`src/rtl/spi_arb_pkg.sv`:
```
// Shared types for the SPI bus arbiter: FSM encoding, bus payload, index sizing.
package spi_arb_pkg;

  localparam int unsigned MAX_N = 8;
  localparam int unsigned IDX_W = 3;

  typedef enum logic [1:0] {
    ST_IDLE  = 2'd0,
    ST_GRANT = 2'd1,
    ST_GUARD = 2'd2
  } arb_state_e;

  typedef struct packed {
    logic mosi;
    logic mosi_oe;
    logic clk;
    logic clk_oe;
    logic csn;
  } spi_bus_t;

  // Bus values driven while nobody owns it: CS high, all drivers released.
  function automatic spi_bus_t bus_idle(input logic idle_clk);
    spi_bus_t b;
    b.mosi    = 1'b0;
    b.mosi_oe = 1'b0;
    b.clk     = idle_clk;
    b.clk_oe  = 1'b0;
    b.csn     = 1'b1;
    return b;
  endfunction

endpackage

```
`src/rtl/arb_rr_pick.sv`:
```
// Combinational round-robin picker: first set req bit at or after ptr, wrapping.
module arb_rr_pick
  import spi_arb_pkg::*;
#(
  parameter int unsigned N = 2
) (
  input  logic [N-1:0]     req,
  input  logic [IDX_W-1:0] ptr,
  output logic [N-1:0]     sel,
  output logic [IDX_W-1:0] idx,
  output logic             valid
);

  // Two passes: indices from ptr upward, then the wrapped indices below ptr.
  always_comb begin
    sel   = '0;
    idx   = '0;
    valid = 1'b0;
    for (int unsigned k = 0; k < N; k++) begin
      if (!valid && (k >= 32'(ptr)) && req[k]) begin
        valid  = 1'b1;
        sel[k] = 1'b1;
        idx    = IDX_W'(k);
      end
    end
    for (int unsigned k = 0; k < N; k++) begin
      if (!valid && (k < 32'(ptr)) && req[k]) begin
        valid  = 1'b1;
        sel[k] = 1'b1;
        idx    = IDX_W'(k);
      end
    end
  end

endmodule

```
`src/rtl/spi_bus_arbiter.sv`:
```
// Shares one SPI flash bus between N requesters: req/gnt handshake, round-robin
// fairness, guard gap with CS high between owners.
// Optional feature macro: SPI_ARB_PREEMPT_EN (hold-time counter driving preempt).
module spi_bus_arbiter
  import spi_arb_pkg::*;
#(
  parameter int unsigned N         = 2,
  parameter int unsigned GUARD_CYC = 4,
  parameter logic        IDLE_CLK  = 1'b0,
  parameter int unsigned HOLD_MAX  = 4096
) (
  input  logic             clk,
  input  logic             rst_n,
  input  logic [N-1:0]     req,
  output logic [N-1:0]     gnt,
  output logic [N-1:0]     preempt,
  input  logic [N-1:0]     rq_mosi_o,
  input  logic [N-1:0]     rq_mosi_oe,
  input  logic [N-1:0]     rq_clk_o,
  input  logic [N-1:0]     rq_clk_oe,
  input  logic [N-1:0]     rq_csn_o,
  output logic             spi_mosi_o,
  output logic             spi_mosi_oe,
  output logic             spi_clk_o,
  output logic             spi_clk_oe,
  output logic             spi_csn_o,
  input  logic             spi_miso_i,
  output logic             busy,
  output logic [IDX_W-1:0] owner
);

  localparam int unsigned GW = (GUARD_CYC > 1) ? $clog2(GUARD_CYC) : 1;

  arb_state_e       state, state_nxt;
  logic [N-1:0]     gnt_nxt;
  logic [IDX_W-1:0] owner_nxt;
  logic [IDX_W-1:0] ptr, ptr_nxt;
  logic [GW-1:0]    guard_cnt, guard_nxt;
  logic [N-1:0]     pick_sel;
  logic [IDX_W-1:0] pick_idx;
  logic             pick_valid;
  logic             own_req;
  spi_bus_t         bus;

  // MISO is fanned out outside this block; HOLD_MAX only matters with preemption.
  logic unused_ok;
  assign unused_ok = ^{spi_miso_i, HOLD_MAX[0]};

  arb_rr_pick #(.N(N)) u_pick (
    .req   (req),
    .ptr   (ptr),
    .sel   (pick_sel),
    .idx   (pick_idx),
    .valid (pick_valid)
  );

  assign own_req = |(req & gnt);
  assign busy    = (state != ST_IDLE);

  // FSM state and grant bookkeeping registers.
  always_ff @(posedge clk or negedge rst_n) begin
    if (!rst_n) begin
      state     <= ST_IDLE;
      gnt       <= '0;
      owner     <= '0;
      ptr       <= '0;
      guard_cnt <= '0;
    end else begin
      state     <= state_nxt;
      gnt       <= gnt_nxt;
      owner     <= owner_nxt;
      ptr       <= ptr_nxt;
      guard_cnt <= guard_nxt;
    end
  end

  // Next-state: grant from IDLE, release on owner req drop, count out the guard gap.
  always_comb begin
    state_nxt = state;
    gnt_nxt   = gnt;
    owner_nxt = owner;
    ptr_nxt   = ptr;
    guard_nxt = guard_cnt;
    case (state)
      ST_IDLE: begin
        if (pick_valid) begin
          gnt_nxt   = pick_sel;
          owner_nxt = pick_idx;
          ptr_nxt   = IDX_W'((32'(pick_idx) + 32'd1) % N);
          state_nxt = ST_GRANT;
        end
      end
      ST_GRANT: begin
        if (!own_req) begin
          gnt_nxt   = '0;
          guard_nxt = GW'(GUARD_CYC - 1);
          state_nxt = ST_GUARD;
        end
      end
      ST_GUARD: begin
        if (guard_cnt == '0) begin
          state_nxt = ST_IDLE;
        end else begin
          guard_nxt = guard_cnt - GW'(1);
        end
      end
      default: begin
        state_nxt = ST_IDLE;
        gnt_nxt   = '0;
      end
    endcase
  end

  // Bus mux: owner's drivers in GRANT (gnt is one-hot there), idle values otherwise.
  always_comb begin
    bus = bus_idle(IDLE_CLK);
    if (state == ST_GRANT) begin
      bus.mosi    = |(rq_mosi_o & gnt);
      bus.mosi_oe = |(rq_mosi_oe & gnt);
      bus.clk     = |(rq_clk_o & gnt);
      bus.clk_oe  = |(rq_clk_oe & gnt);
      bus.csn     = ~|(~rq_csn_o & gnt);
    end
  end

  assign spi_mosi_o  = bus.mosi;
  assign spi_mosi_oe = bus.mosi_oe;
  assign spi_clk_o   = bus.clk;
  assign spi_clk_oe  = bus.clk_oe;
  assign spi_csn_o   = bus.csn;

`ifdef SPI_ARB_PREEMPT_EN
  localparam int unsigned HW = $clog2(HOLD_MAX + 1);

  logic [HW-1:0] hold_cnt, hold_nxt;
  logic [N-1:0]  preempt_q, preempt_nxt;
  logic          others_req;

  assign others_req = |(req & ~gnt);

  // Hold-time counter and sticky preempt request toward the current owner.
  always_comb begin
    hold_nxt    = '0;
    preempt_nxt = '0;
    if (state == ST_GRANT) begin
      hold_nxt = hold_cnt;
      if (hold_cnt < HW'(HOLD_MAX)) begin
        hold_nxt = hold_cnt + HW'(1);
      end
      if (own_req && ((preempt_q != '0) || ((hold_cnt >= HW'(HOLD_MAX)) && others_req))) begin
        preempt_nxt = gnt;
      end
    end
  end

  // Preempt counter and flag registers.
  always_ff @(posedge clk or negedge rst_n) begin
    if (!rst_n) begin
      hold_cnt  <= '0;
      preempt_q <= '0;
    end else begin
      hold_cnt  <= hold_nxt;
      preempt_q <= preempt_nxt;
    end
  end

  assign preempt = preempt_q;
`else
  assign preempt = '0;
`endif

endmodule

```
`config.mk`:
```
export PLATFORM = sky130hd
export DESIGN_NAME = spi_bus_arbiter
export DESIGN_NICKNAME = d
export VERILOG_FILES = /design/src/rtl/spi_arb_pkg.sv /design/src/rtl/arb_rr_pick.sv /design/src/rtl/spi_bus_arbiter.sv
export SDC_FILE = /design/constraint.sdc
export NUM_CORES = 1
export LEC_CHECK = 0
export ABC_AREA = 0
export BUFFER_PORTS_ARGS = -buffer_cell sky130_fd_sc_hd__clkbuf_2
export CORE_AREA = 2 2 39 41
export DETAILED_ROUTE_END_ITERATION = 8
export DIE_AREA = 0 0 41 43
export GPL_TIMING_DRIVEN = 0
export PLACE_DENSITY = 0.72
export SETUP_SLACK_MARGIN = 0.15
export SLEW_MARGIN = 10
export SYNTH_ARGS = -nofsm -noshare
export SYNTH_HDL_FRONTEND = slang
export SYNTH_SLANG_ARGS = --single-unit
```
`constraint.sdc`:
```
create_clock -name clk -period 1.9 [get_ports clk]
set_input_delay 0.19 -clock clk [delete_from_list [all_inputs] [get_ports clk]]
set_output_delay 0.19 -clock clk [all_outputs]
set_load 0.005 [all_outputs]
```
==> impl_results.md <==
* Residual DRC at 0
* Tmin final at 1.39 ns
* Clock latency on the worst-skew pair at 0.26 ns
* Dpl hpwl at 862 microns
* Crit-path slowest cell: dfrtp_1
* GRT Max-Usage Layer: met2
* Final Non-Filler Cells at 106
* Max Root-Sink Buffers at 2
* Final setup fails at 0
* Grt met3 use at 4.71%
* First-pass GRT wire length at 1.84 mm
* Worst path cell trace: inv_1, o22ai_1, nand2b_1, clkbuf_2
* Layout Skew at 0.00130 ns
* Final setup TNS at 0 ns
* Sink Count at 8
* Cell Area, Synth at 534 sq um
* Final instance area at 708 sq um
* Type of the most critical hold path: in -> reg
* Total Die Area at 1760 sq um
* Core ar. at 1380 sq um
* CP Data Arrival Time at 1.20 ns
* Fillers at 134
* Total vias in the final route at 521
* Buffer and inverter count on the worst path at 2
* CP required at 1.71 ns
* Ys Warns at 0
* Register area share after synthesis at 37.5%
* Final hold vios at 0
* Placed inst area at 676 sq um
* Sequential share of power at 33.1%
* Avg Cell Area, Syn at 8.76 sq um
* Overflow after GRT at 0
* Fmax at 721 MHz
* Top delay family on crit path: flip-flops
* Synth Flop Type: dfrtp_1
* Status: finished clean
* Post-route clock period utilization at 73.0%
* Pre-antenna DRT Iters at 4
* CTS tree: done
* Die Wd at 41 microns
* Top cell type's share of synthesized area at 37.5%
* Clock Tree Root: clkbuf_4
* Post-route setup slack at 0.514 ns
* P_sw at 0.000422 W
* Combinational share of power at 53.8%
* Post-synth EDFFs at 0
* PwrDens at 1450 nW/um^2
* Top Ports at 28
* Starting DRC count in detailed routing at 10
* Total of max-cap violations at 0
* Worst setup EP type: output port
* Area of the multi-input gates at 267 sq um
* Antenna-violating nets left at 0
* Antenna violations before repair at 0
* Worst-path clk slew at 0.06 ns
* RSZ-0062 raised after global routing: no
* Startpoint type of the worst setup path: flop
* Antenna diode count at 0
* Post-CTS resize count at 0
* Routed len/inst at 10.8 microns
* Register cell area after layout at 200 sq um
* Port bufs at 22
* CTS H-tree lvls at 1
* Critical setup path kind: reg -> out
* Leakage dissipation at 0.372 nW
* VDD IR max at 0.781 mV
* Post-synthesis cell type count at 25
* Critical path's largest stage delay at 0.49 ns
* Total CTS buffers at 3
* Row count at 14
* Post-place setup slack at 0.707 ns
* Final nets at 108
* GP Congestion at 0.810
* Yosys top cell by area: dfrtp_1
* Pins Over Slew Limit at 0
* Vias per std cell at 4.92
* Final WL at 1.15 mm
* Mapped Cells at 61
* Vias in the first global route at 468
* Switch share at 41.2%
* Initial Utilization at 38.6%
* Placed cell count at 102
* Async SR Flop Fraction at 100%
* Clock share of power at 13.1%
* Internal power at 0.000603 W
* GR Layer Usage met2 at 23.4%
* GRT Total Usage at 15.7%
* Crit Path Max Fanout at 8
* Die height at 43 microns
* Final Power at 0.00103 W
* Layout-stage area growth over the synthesis result at 32.6%
* Top cells by area, synth: dfrtp_1 37%, o21ai_0 5.6%, a22oi_1 5.6%
* Layout cells sized above 1 at 38.9%
* GRT met1 Usage at 18.5%
* Largest net degree at the start of global routing at 11
* Synthesized flop and latch total at 8
-- cells in the mapped netlist (2+ instances only) --
cell type	count
o21ai_0	6
a21oi_1	2
o21ai_1	2
nor2_1	7
nand2_1	4
buf_4	4
inv_1	7
a22oi_1	4
buf_6	2
dfrtp_1	8
-- tightest hold or removal path: cells and delay by family --
kind / cells / cell delay, ns
buffers and inverters: 1 / 0.13
muxes: 1 / 0.06
and+or+nand+nor: 1 / 0.07
-- layout by cell type (no fill, tap or decap) --
cell type,instances
a21oi_1,2
a21oi_2,1
a22oi_1,4
a22oi_2,1
a2bb2oi_1,1
buf_4,4
buf_6,2
clkbuf_2,22
clkbuf_4,3
conb_1,4
dfrtp_1,8
dlygate4sd3_1,1
ha_1,1
inv_1,7
mux2i_1,1
nand2_1,4
nand2b_1,1
nand2b_4,1
nand3_1,1
nor2_1,7
nor3b_2,1
o21a_1,1
o21ai_0,6
o21ai_1,2
o21bai_1,1
o221ai_1,1
o22ai_1,1
o311a_1,1
-- registers in the layout, indices dropped and copies added (netlist names) --
name	cells
state	2
owner	1
gnt	2
guard_cnt	2
ptr	1
-- power by group through the flow --
stage	clock, W	combinational, W	sequential, W
after floorplan	0	0.000404	0.000330
after global placement	0	0.000536	0.000339
after detailed placement	0	0.000550	0.000345
after CTS	0.000140	0.000553	0.000342
after global routing	0.000147	0.000622	0.000354
final	0.000134	0.000551	0.000340
-- final cells by class --
type,count,share of cell area (%)
Inverter,7,3.71
Timing Repair Buffer,23,17.0
Sequential cell,8,28.3
Multi-Input combinational cell,43,37.6
Buffer,6,7.42
Clock buffer,3,3.18
Tap cell,16,2.83
-- per-layer routing --
layer | part of all wire, % | wire length [microns]
met5 | 0 | 0
met4 | 2.5 | 29
met3 | 7.2 | 83
met2 | 48 | 545
met1 | 42 | 486
-- through the flow --
stage | hold WS (ns) | util (%)
4_1_cts | 0.223 | 51.2
5_1_grt | 0.277 | 51.2
6_report | 0.233 | 51.2
3_3_place_gp | 0.0466 | 48.8
2_1_floorplan | -0.106 | -
3_5_place_dp | 0.0456 | 48.8
-- final timing paths --
check                                   from            to  slack (ns)  cells past startpoint
worst max register to register  guard_cnt[0]  guard_cnt[1]        0.70                      4
min in group asynchronous              rst_n  guard_cnt[1]        0.31                      2
worst max-delay path                  gnt[1]     spi_csn_o        0.51                      4
max in group asynchronous              rst_n        gnt[0]        1.41                      2
worst min-delay path                  req[0]        ptr[0]        0.23                      3
worst min register to register        ptr[0]        ptr[0]        0.49                      1
-- cell families (layout without fill, tap and decap cells) --
logic type | count (synthesis) | count (layout) | synth area share [%]
DFF | 8 | 8 | 37.5
adders and majority gates | 1 | 1 | 2.34
other | 1 | 4 | 0.702
and+or+nand+nor | 15 | 15 | 14.8
buffers and inverters | 13 | 39 | 14.8
muxes | 1 | 1 | 1.87
AOI/OAI and AO/OA | 22 | 22 | 28.1
-- timing repair --
| item | in CTS | in global routing |
|---|---|---|
| endpoints found under the hold margin | 8 | 0 |
| setup buffers | 0 | 0 |
| hold buffers | 1 | 0 |
Note: power is estimated with default switching activity, not from simulation.
